[src/rtl/arb_rr_4_pkg.sv]
// Shared constants, state encoding and round-robin pick helper for the 4-way arbiter.
package arb_rr_4_pkg;

    localparam int unsigned N_DEFAULT = 32;
    localparam int unsigned NUM_REQ   = 4;
    localparam int unsigned IDX_W     = 2;

    typedef enum logic {
        ST_IDLE = 1'b0,
        ST_OWN  = 1'b1
    } state_e;

    typedef struct packed {
        logic             found;
        logic [IDX_W-1:0] idx;
    } pick_t;

    // First requester at or after ptr (wrapping) with its request bit set.
    function automatic pick_t rr_pick(input logic [NUM_REQ-1:0] req,
                                      input logic [IDX_W-1:0]   ptr);
        pick_t            p;
        logic [IDX_W-1:0] cand;
        p    = '0;
        cand = '0;
        for (int i = NUM_REQ - 1; i >= 0; i--) begin
            cand = ptr + IDX_W'(i);
            if (req[cand]) begin
                p.found = 1'b1;
                p.idx   = cand;
            end
        end
        return p;
    endfunction

    function automatic logic [NUM_REQ-1:0] onehot(input logic [IDX_W-1:0] idx);
        return NUM_REQ'(1) << idx;
    endfunction

endpackage

[src/rtl/arb_rr_4_if.sv]
// Requester-side bundle of the round-robin arbiter: requests, data words, done and grant outputs.
interface arb_rr_4_if
    import arb_rr_4_pkg::*;
#(
    parameter int unsigned N = N_DEFAULT
);
    logic [NUM_REQ-1:0] req;
    logic [N-1:0]       A;
    logic [N-1:0]       B;
    logic [N-1:0]       C;
    logic [N-1:0]       D;
    logic               done;
    logic [NUM_REQ-1:0] gnt;
    logic [IDX_W-1:0]   sel;
    logic [N-1:0]       Z;
    logic               busy;

    modport master (output req, A, B, C, D, done, input gnt, sel, Z, busy);
    modport slave  (input req, A, B, C, D, done, output gnt, sel, Z, busy);
endinterface

[src/rtl/arb_rr_4_mux.sv]
// Parameterised 4:1 multiplexer, purely combinational.
module arb_rr_4_mux #(
    parameter int unsigned N = 32
) (
    input  logic [1:0]   sel,
    input  logic [N-1:0] d0,
    input  logic [N-1:0] d1,
    input  logic [N-1:0] d2,
    input  logic [N-1:0] d3,
    output logic [N-1:0] z
);
    always_comb begin
        z = d0;
        case (sel)
            2'd0: z = d0;
            2'd1: z = d1;
            2'd2: z = d2;
            2'd3: z = d3;
        endcase
    end
endmodule

[src/rtl/arb_rr_4.sv]
// Four-requester round-robin arbiter with hold-until-release ownership and direct handoff.
module arb_rr_4
    import arb_rr_4_pkg::*;
#(
    parameter int unsigned N = N_DEFAULT
) (
    input  logic       clk,
    input  logic       rst,
    arb_rr_4_if.slave  bus
);
    state_e             state_q, state_d;
    logic [NUM_REQ-1:0] gnt_q, gnt_d;
    logic [IDX_W-1:0]   sel_q, sel_d;
    logic [IDX_W-1:0]   ptr_q, ptr_d;
    logic               busy_q, busy_d;

    pick_t              pick;
    logic               release_ev;

    always_comb begin
        state_d    = state_q;
        gnt_d      = gnt_q;
        sel_d      = sel_q;
        ptr_d      = ptr_q;
        busy_d     = busy_q;
        pick       = '0;
        release_ev = 1'b0;

        case (state_q)
            ST_IDLE: begin
                pick = rr_pick(bus.req, ptr_q);
                if (pick.found) begin
                    state_d = ST_OWN;
                    gnt_d   = onehot(pick.idx);
                    sel_d   = pick.idx;
                    busy_d  = 1'b1;
                end
            end
            ST_OWN: begin
                // done and a dropped request together are a single release
                release_ev = bus.done | ~bus.req[sel_q];
                if (release_ev) begin
                    ptr_d = sel_q + IDX_W'(1);
                    pick  = rr_pick(bus.req & ~onehot(sel_q), ptr_d);
                    if (pick.found) begin
                        gnt_d = onehot(pick.idx);
                        sel_d = pick.idx;
                    end else begin
                        state_d = ST_IDLE;
                        gnt_d   = '0;
                        busy_d  = 1'b0;
                    end
                end
            end
        endcase
    end

    always_ff @(posedge clk) begin
        if (rst) begin
            state_q <= ST_IDLE;
            gnt_q   <= '0;
            sel_q   <= '0;
            ptr_q   <= '0;
            busy_q  <= 1'b0;
        end else begin
            state_q <= state_d;
            gnt_q   <= gnt_d;
            sel_q   <= sel_d;
            ptr_q   <= ptr_d;
            busy_q  <= busy_d;
        end
    end

    assign bus.gnt  = gnt_q;
    assign bus.sel  = sel_q;
    assign bus.busy = busy_q;

    arb_rr_4_mux #(.N(N)) u_mux (
        .sel (sel_q),
        .d0  (bus.A),
        .d1  (bus.B),
        .d2  (bus.C),
        .d3  (bus.D),
        .z   (bus.Z)
    );
endmodule

[src/flat_wrapper.sv]
// flat-port wrapper written by rule: the top's interface ports become plain ports
module arb_rr_4_flat import arb_rr_4_pkg::*;
#(
    parameter int unsigned N = N_DEFAULT
)
  (clk, rst, bus_req, bus_A, bus_B, bus_C, bus_D, bus_done, bus_gnt, bus_sel, bus_Z, bus_busy);
  arb_rr_4_if #(.N(N)) bus_i ();
  input  logic clk;
  input  logic rst;
  input wire logic [$bits(bus_i.req)-1:0] bus_req;
  input wire logic [$bits(bus_i.A)-1:0] bus_A;
  input wire logic [$bits(bus_i.B)-1:0] bus_B;
  input wire logic [$bits(bus_i.C)-1:0] bus_C;
  input wire logic [$bits(bus_i.D)-1:0] bus_D;
  input wire logic [$bits(bus_i.done)-1:0] bus_done;
  output wire logic [$bits(bus_i.gnt)-1:0] bus_gnt;
  output wire logic [$bits(bus_i.sel)-1:0] bus_sel;
  output wire logic [$bits(bus_i.Z)-1:0] bus_Z;
  output wire logic [$bits(bus_i.busy)-1:0] bus_busy;
  assign bus_i.req = bus_req;
  assign bus_i.A = bus_A;
  assign bus_i.B = bus_B;
  assign bus_i.C = bus_C;
  assign bus_i.D = bus_D;
  assign bus_i.done = bus_done;
  assign bus_gnt = bus_i.gnt;
  assign bus_sel = bus_i.sel;
  assign bus_Z = bus_i.Z;
  assign bus_busy = bus_i.busy;
  arb_rr_4 #(.N(N)) u_core (.clk(clk), .rst(rst), .bus(bus_i));
endmodule
[config.mk]
export PLATFORM = sky130hd
export DESIGN_NAME = arb_rr_4_flat
export DESIGN_NICKNAME = d
export VERILOG_FILES = /design/src/rtl/arb_rr_4_pkg.sv /design/src/rtl/arb_rr_4_if.sv /design/src/rtl/arb_rr_4_mux.sv /design/src/rtl/arb_rr_4.sv /design/src/flat_wrapper.sv
export SDC_FILE = /design/constraint.sdc
export NUM_CORES = 1
export LEC_CHECK = 0
export CELL_PAD_IN_SITES_DETAIL_PLACEMENT = 1
export CELL_PAD_IN_SITES_GLOBAL_PLACEMENT = 2
export CORE_MARGIN = 3
export CORE_UTILIZATION = 14
export CTS_CLUSTER_SIZE = 8
export DETAILED_ROUTE_END_ITERATION = 8
export GPL_ROUTABILITY_DRIVEN = 0
export PLACE_DENSITY = 0.95
export SYNTH_ARGS = -nofsm -noshare
export SYNTH_HDL_FRONTEND = slang
export SYNTH_SLANG_ARGS = --single-unit
[constraint.sdc]
create_clock -name clk -period 5 [get_ports clk]
set_input_delay 0.75 -clock clk [delete_from_list [all_inputs] [get_ports clk]]
set_output_delay 0.75 -clock clk [all_outputs]
set_load 0.005 [all_outputs]
* After elaboration in Yosys (flattened, before gate mapping)
Index checks and enable logic that the tools add are counted.
** Word-level totals
- Bits in registers :: 10
- Input port bits :: 135
- Output and inout bits :: 39
- Word-level logic and storage cells :: 87
** Operators by class
- Add/sub/neg operators :: 7
- $lt $le $gt $ge :: 9
- Equality and inequality tests :: 7
- Shifts and indexed selects :: 3
- Muxes and demuxes :: 46
- Bitwise operators :: 5
- Reductions and logical operators :: 5
** Operators with widths (number)
- 32-bit case mux with 4 select lines :: 1
- 3-bit two-way mux :: 11
- 2-bit by 3-bit less-than comparator with 1-bit output (second input constant) :: 9
- 1-bit binary-select mux with 2-bit select :: 9
- 1-bit two-way mux :: 15
- 4-bit two-way mux :: 3
- 1-bit by 2-bit left shift with 4-bit output (first input constant) :: 3
- 2-bit adder (second input constant) :: 4
- 4-bit case mux with 2 select lines :: 1
- 2-bit by 1-bit adder with 2-bit output (second input constant) :: 3
- 2-bit two-way mux :: 3
- 2-bit != test (second input constant) :: 3
- 3-bit AND reduction :: 2
- 4-bit bitwise AND :: 1
- 2-bit == test (second input constant) :: 2
- 4-bit inverter :: 1
- 1-bit case mux with 2 select lines :: 2
- 2-bit case mux with 2 select lines :: 1
- 2-bit AND reduction :: 2
- 2-bit by 1-bit == test with 1-bit output (second input constant) :: 1
- 2-bit zero test :: 1
- 2-bit by 1-bit != test with 1-bit output (second input constant) :: 1
- 1-bit inverter :: 2
- 1-bit bitwise OR :: 1

* Longest topological paths before layout
Gate-level depths: netlist of the first run.
- Word-level depth :: 15
- Gate-level depth with buffers :: 9
- Gate-level depth less buffers :: 7

* Cells and area by module
From an unflattened synthesis of the first run, not the netlist that was laid out.
** Unflattened totals
- Cells, all modules :: 145
- Area, all modules :: 1651.6 µm²
** Modules (own cells, without submodules)
- arb_rr_4 :: times used 1, cells an instance 106, area an instance 837.1 µm², seq. area each 200.2 µm²
- arb_rr_4_mux :: times used 1, cells an instance 39, area an instance 814.5 µm², seq. area each 0.0 µm²

* Worst setup path before layout of the first run
OpenSTA, ideal clock, no wires.
- Path type :: reg-to-output
- Start point :: register u_core.sel_q[0], in the netlist u_core.bus.sel[0]
- End point :: output bus_Z[0]
- Data arrival time :: 1.567 ns
- Required time :: 4.250 ns
- Setup slack :: 2.683 ns
- Stages on the path, launching flop included :: 7
- Buffers on the path :: 3
- Cell sequence :: dfxtp_1 -> buf_6 -> inv_1 -> ha_1 -> buf_2 -> buf_1 -> mux2i_1
** Between the ends
- Longest elaborated chain between the ends :: 2
- Elaborated cells between the ends (all ways) :: 5
- Those cells by class :: 3 x eq/ne; 1 x mux; 1 x reduce/logical
** Ends and longest elaborated chain
- start: declaration :: line arb_rr_4.sv:13 : logic [IDX_W-1:0] sel_q, sel_d;
- start signal: assignment :: line arb_rr_4.sv:68 : sel_q <= sel_d;
- 2-bit == test (tied with other cells) :: line arb_rr_4_mux.sv:14 : case (sel)
- 32-bit case mux with 4 select lines * :: line arb_rr_4_mux.sv:14
- end: declaration :: line flat_wrapper.sv:18 : output wire logic [$bits(bus_i.Z)-1:0] bus_Z;
Mark *: on every way between the ends. The rest lies on a longest branch, timed or not.

* Final worst setup path of the first run
- Start point :: register u_core.sel_q[0], in the netlist u_core.bus.sel[0]
- End point :: output bus_Z[19]
The elaborated chain is that of the path after synthesis.

==> flow_metrics.py, run 1 <==
metrics = {
    "logic_synthesis": {
        "synth-simple-area-share": 0.144,
        "yosysWarnings": 0,
        "async_reset_ff_frac": 0,
        "synth_cell_type_count": 38,
        "synth_compound_area_frac": 0.333,
        "seq_area_frac_synth": 0.124,
        "synth-seq-cells": 10,
        "synthesis.area_per_instance_um2": 7.82,
        "ys.flop_type": "dfxtp_1",
        "synth_edf_count": 0,
        "synthesis.nets": 345,
        "synth_top_family_by_area": "compound AO/OA/AOI/OAI gates",
        "syn-cell-area_mm2": 0.00161,
        "synthCells": 206,
        "synthMuxAreaShare": 0.230,
        "synth-xor-area-share": 0,
        "synth_adder_area_share": 0.0311,
    },
    "place": {
        "hpwl_um": 6820,
        "io_buffers": 173,
    },
    "clock_network": {
        "clkLatencyLatePin_ns": 0.24,
        "cts_resized": 0,
        "clk_path_buf_depth": 2,
        "cts_buffers": 3,
        "post_cts_buffers": 0,
        "holdBufCountCts": 0,
        "root_buffer": "clkbuf_16",
        "cts.sinks": 10,
        "cts.clk_slew.worst_paths_ns": 0.04,
        "cts.htree.levels": 1,
        "tritoncts": "yes",
    },
    "power": {
        "intPower_w": 0.000532,
        "p_comb_frac": 0.695,
        "p_leak_nw": 1.47,
        "swShare": 0.344,
        "seqPwrFrac": 0.132,
        "vdd_drop_max_mv": 0.204,
        "clkPwrFrac": 0.173,
        "p_per_area_mw_per_mm2": 230,
        "switching_power_w": 0.000279,
    },
    "worst_setup_path": {
        "start_kind": "flip-flop",
        "reg2reg_depth": 7,
        "timing.rr.start": "u_core.bus.sel[0]",
        "crit_path_max_fanout": 27,
        "cp-end-kind": "primary output",
        "critPathLaunch": "u_core.bus.sel[0]",
        "arrival_ns": 3.00,
        "reg2reg_to": "u_core.bus.gnt[0]",
        "worstSetupPathType": "flip-flop to primary output",
        "reg2reg_setup_slack_ns": 1.85,
        "worstPathRequired_ns": 4.25,
        "setup.worst_path.end": "bus_Z[19]",
    },
    "flow_run": {
        "drv_cap": 0,
    },
    "finish": {
        "fin_util": 0.320,
        "antenna_cells": 0,
        "syn_to_final_growth_pct": 119,
        "layout-drive-gt1-share": 0.0492,
        "nNetsFinal": 507,
        "fillers": 1313,
    },
    "sta": {
        "hold-worst-slack_ns": 0.506,
        "period_share": 0.750,
        "fin_tns_setup_ns": 0,
        "rsz0062_at_grt": "false",
        "fmax_mhz": 267,
        "worst_slew_pin_slew_ns": 1.15,
        "setup_viol": 0,
        "finClkSkew_ns": 0.00158,
        "min_period_ns": 3.75,
        "relSlewSlack": 0.233,
        "hold_violations": 0,
        "drv_slew": 0,
    },
    "routing": {
        "totalWireLength_um": 8530,
        "num_vias": 2374,
        "drtIter0Drc": 203,
        "first_pass_iters": 5,
        "drc_errors": 0,
        "wl_per_cell_um": 16.9,
        "vias_per_cell": 4.69,
        "drtAntennaViolNets": 0,
    },
    "global_routing": {
        "grt_max_degree": 35,
        "met1_usage": 0.137,
        "grt_pass1_wl_um": 13200,
        "antenna_found_initial": 0,
        "top_usage_layer": "met2",
        "use_met2": 0.241,
        "grtUsageTotal": 0.126,
        "grt_pass1_vias": 2638,
        "use_met3": 0.0321,
        "grt_overflow_total": 0,
    },
    "outcome": {
        "status": "finished clean",
    },
    "min_path": {
        "hold_path.startpoint": "u_core.bus.gnt[3]",
        "hp-class": "flip-flop to flip-flop",
    },
    "floorplan": {
        "ios": 174,
        "fp-row-count": 38,
        "dieArea_mm2": 0.0128,
        "die_h_um": 113,
        "die_w_um": 113,
        "start_util": 0.146,
        "core-area_mm2": 0.0110,
    },
}
worst max-delay path, cell delays in order, from the launching register on:
cell and delay (ns):
dfxtp_1 0.61, ha_1 1.01, buf_4 0.32, a222oi_1 0.12, mux2i_1 0.16, clkdlybuf4s50_1 0.54
per-stage QoR:
| step | setup WS [ns] | area (um^2) | cells | power [W] |
|---|---|---|---|---|
| after floorplan | 2.68 | 1610 | 206 | 0.000369 |
| after global placement | 1.62 | 3460 | 503 | 0.000665 |
| after detailed placement | 1.50 | 3460 | 503 | 0.000678 |
| after CTS | 1.24 | 3530 | 506 | 0.000823 |
| after global routing | 1.05 | 3530 | 506 | 0.000869 |
| final | 1.25 | 3530 | 506 | 0.000812 |
synthesized netlist by cell type (3+ instances only):
cell / count / share of area
inv_1: 36 / 0.084
mux2i_1: 34 / 0.21
a222oi_1: 32 / 0.20
nor2_1: 13 / 0.030
clkbuf_1: 12 / 0.028
dfxtp_1: 10 / 0.12
nand2b_1: 7 / 0.027
a21oi_1: 6 / 0.019
a211oi_1: 5 / 0.023
nor2b_1: 5 / 0.019
buf_1: 4 / 0.0093
ha_1: 4 / 0.031
nand2_1: 4 / 0.0093
nor4_1: 3 / 0.012
cells in the final DEF, fill, tap and decap left out, types with 4 or more instances in the layout:
cell and instances:
inv_1 36, a21oi_1 6, a222oi_1 32, dfxtp_1 10, nor2b_1 5, mux2i_1 34
clkdlybuf4s50_1 173, nand2_1 4, nor2_1 13, nand2b_1 7, a211oi_1 5
power groups by stage:
stage | Clock (W) | Combinational (W) | Sequential [W]
after global routing | 0.000146 | 0.000613 | 0.000109
final | 0.000140 | 0.000564 | 0.000107
after CTS | 0.000144 | 0.000573 | 0.000107
after global placement | 0 | 0.000558 | 0.000106
after detailed placement | 0 | 0.000570 | 0.000108
after floorplan | 0 | 0.000266 | 0.000103
cell families (layout without fill, tap and decap cells):
family                   count (synthesis)  count (layout)
AO/OA/AOI/OAI                           58              58
buffers and inverters                   55             215
AND/OR/NAND/NOR                         43              43
multiplexers                            36              36
flip-flops                              10              10
adder cells (fa/ha/maj)                  4               4
per-layer routing:
metal | vias to the layer above | part of all wire
li1 | 1119 | -
met5 | - | 0
met1 | 1130 | 0.37
met4 | 0 | 0.017
met3 | 11 | 0.078
met2 | 114 | 0.53
registers in the layout (all words and copies together), names as in the netlist:
signal,count
u_core.bus.busy,1
u_core.state_q,1
u_core.bus.sel,2
u_core.ptr_q,2
u_core.bus.gnt,4
worst min-delay path by stage:
stage,end,slack (ns),depth (start not counted)
finish,u_core.bus.gnt[3],0.51,2
global route,u_core.bus.busy,0.55,2
CTS,u_core.bus.gnt[3],0.51,2
detailed placement,u_core.bus.gnt[3],0.50,2
global placement,u_core.bus.busy,0.47,2
floorplan,u_core.bus.busy,0.48,2
layout make-up:
cell class	instances	area, um^2	area share
Multi-Input combinational cell	141	1190	0.337
Tap cell	140	175	0.0496
Clock buffer	3	75.1	0.0213
Sequential cell	10	200	0.0567
Timing Repair Buffer	176	1750	0.497
Inverter	36	135	0.0383
(Power assumes the default switching activity.)
==> run 2, diff against run 1 <==
Settings changed: CORE_UTILIZATION 14 to 13, PLACE_DENSITY 0.95 to 0.91.
Clock period 5 ns to 3.5 ns, I/O delays scaled along.
==> run 2 against run 1 <==
- first-iteration DRC count is 6.9% lower
- global-route usage is 0.83 points lower
- worst setup slack worse by 0.98 ns
- worst hold slack worse by 0.012 ns
- final cell count is 5.9% higher
- clock power is 66% higher
- via count hardly changed
- largest cell class unchanged
==> flow_metrics.py, run 2 (same netlist as run 1, synthesis figures left out) <==
metrics = {
    "outcome": {
        "status": "finished clean",
    },
    "routing": {
        "drc_errors": 0,
        "num_vias": 2373,
        "wl_per_cell_um": 16.0,
        "drtAntennaViolNets": 0,
        "first_pass_iters": 6,
        "m1WireLength_um": 3080,
        "drtIter0Drc": 189,
        "vias_per_cell": 4.43,
        "wl_met3_um": 794,
        "totalWireLength_um": 8600,
        "met2_length_um": 4540,
        "routed.top_layer": "met4",
    },
    "clock_network": {
        "cts_resized": 0,
        "clk_path_buf_depth": 2,
        "clkLatencyLatePin_ns": 0.24,
        "tritoncts": "yes",
        "cts.sinks": 10,
        "post_cts_buffers": 0,
        "cts.htree.levels": 1,
        "root_buffer": "clkbuf_16",
        "cts_buffers": 3,
        "holdBufCountCts": 0,
        "cts.clk_slew.worst_paths_ns": 0.04,
    },
    "global_routing": {
        "grt_pass1_vias": 2706,
        "grt_overflow_total": 0,
        "grtUsageTotal": 0.118,
        "grt_max_degree": 35,
        "grt_pass1_wl_um": 13400,
        "antenna_found_initial": 0,
    },
    "power": {
        "p_leak_nw": 1.49,
        "p_per_area_mw_per_mm2": 333,
        "vdd_drop_max_mv": 0.133,
    },
    "place": {
        "io_buffers": 173,
        "dp.cells": 532,
        "hpwl_um": 7030,
    },
    "floorplan": {
        "fp-row-count": 40,
        "die_h_um": 117,
        "dieArea_mm2": 0.0138,
        "ios": 174,
        "core-area_mm2": 0.0121,
        "start_util": 0.134,
        "die_w_um": 117,
    },
    "worst_setup_path": {
        "reg2reg_depth": 7,
        "start_kind": "flip-flop",
        "arrival_ns": 2.71,
        "timing.rr.start": "u_core.bus.sel[0]",
        "reg2reg_setup_slack_ns": 0.62,
        "worstPathRequired_ns": 2.97,
        "worstSetupPathType": "flip-flop to primary output",
        "crit_path_max_fanout": 24,
        "reg2reg_to": "u_core.bus.gnt[2]",
        "cp-end-kind": "primary output",
    },
    "flow_run": {
        "drv_cap": 0,
    },
    "finish": {
        "layout-drive-gt1-share": 0.0543,
        "seqCellArea_um2": 200,
        "fillers": 1427,
        "nNetsFinal": 508,
        "final_cell_mix": "clkdlybuf4s50_1, inv_1, mux2i_1, a222oi_1, nor2_1",
        "multi_input_area_mm2": 0.00119,
        "fin_cells": 536,
        "fin_util": 0.298,
        "antenna_cells": 0,
        "largest_register_ffs": 4,
        "final_common_cell": "clkdlybuf4s50_1",
        "syn_to_final_growth_pct": 123,
    },
    "sta": {
        "setup_viol": 0,
        "hold_violations": 0,
        "worst_slew_pin_slew_ns": 0.803,
        "min_period_ns": 3.24,
        "period_share": 0.924,
        "relSlewSlack": 0.465,
        "fin_tns_setup_ns": 0,
        "rsz0062_at_grt": "false",
        "drv_slew": 0,
        "finClkSkew_ns": 0.00536,
        "fmax_mhz": 309,
    },
    "min_path": {
        "hold_end": "u_core.bus.busy",
        "hp-class": "flip-flop to flip-flop",
        "whs_path_depth": 2,
        "hold_path.startpoint": "u_core.bus.busy",
    },
}
==> run 2: metrics by stage <==
stage | hold slack, ns | power, W | area, um^2 | setup slack, ns
final | 0.494 | 0.00120 | 3600 | 0.265
after global routing | 0.546 | 0.00128 | 3600 | 0.0980
after CTS | 0.497 | 0.00122 | 3600 | 0.235
after detailed placement | 0.486 | 0.000976 | 3510 | 0.501
after global placement | 0.477 | 0.000955 | 3510 | 0.584
after floorplan | 0.480 | 0.000527 | 1610 | 1.37
==> run 2: worst max-delay path by stage <==
stage | from | endpoint | depth (start not counted)
finish | u_core.bus.sel[0] | bus_Z[27] | 5
global route | u_core.bus.sel[0] | bus_Z[18] | 5
CTS | u_core.bus.sel[0] | bus_Z[21] | 5
detailed placement | u_core.bus.sel[0] | bus_Z[22] | 5
global placement | u_core.bus.sel[0] | bus_Z[25] | 5
floorplan | u_core.bus.sel[0] | u_core.bus.gnt[0] | 9
==> run 2: layout make-up <==
type,count,share of cell area
repair buffers,177,0.493
multi-input cells,141,0.331
well taps,168,0.0584
flip-flops and latches,10,0.0556
inverters,36,0.0375
clock buffers,4,0.0247
==> run 2: critical path, cell delays in order, from the launching register on <==
cell and delay, ns:
dfxtp_1 0.44, inv_1 0.18, ha_2 0.73, buf_4 0.37, mux2i_1 0.22, clkdlybuf4s50_1 0.52
==> run 2: power by group <==
| part | total (W) | switching [W] | leakage (nW) | internal, W |
|---|---|---|---|---|
| logic | 0.000815 | 0.000331 | 1.36 | 0.000484 |
| registers | 0.000152 | 0.0000209 | 0.0830 | 0.000131 |
| clock network | 0.000232 | 0.0000595 | 0.0442 | 0.000172 |
| total | 0.00120 | 0.000412 | 1.49 | 0.000788 |
==> run 2: metal layers <==
| layer | GRT usage | vias to the layer above |
|---|---|---|
| met5 | 0 | - |
| met4 | 0.0352 | 0 |
| met3 | 0.0338 | 15 |
| met2 | 0.227 | 124 |
| met1 | 0.122 | 1114 |
| li1 | - | 1120 |
==> run 3, diff against run 2 <==
Settings changed: SLEW_MARGIN from default to 15.
==> results of run 3 <==
No change in the layout: final DEF, timing and power equal those of run 2.
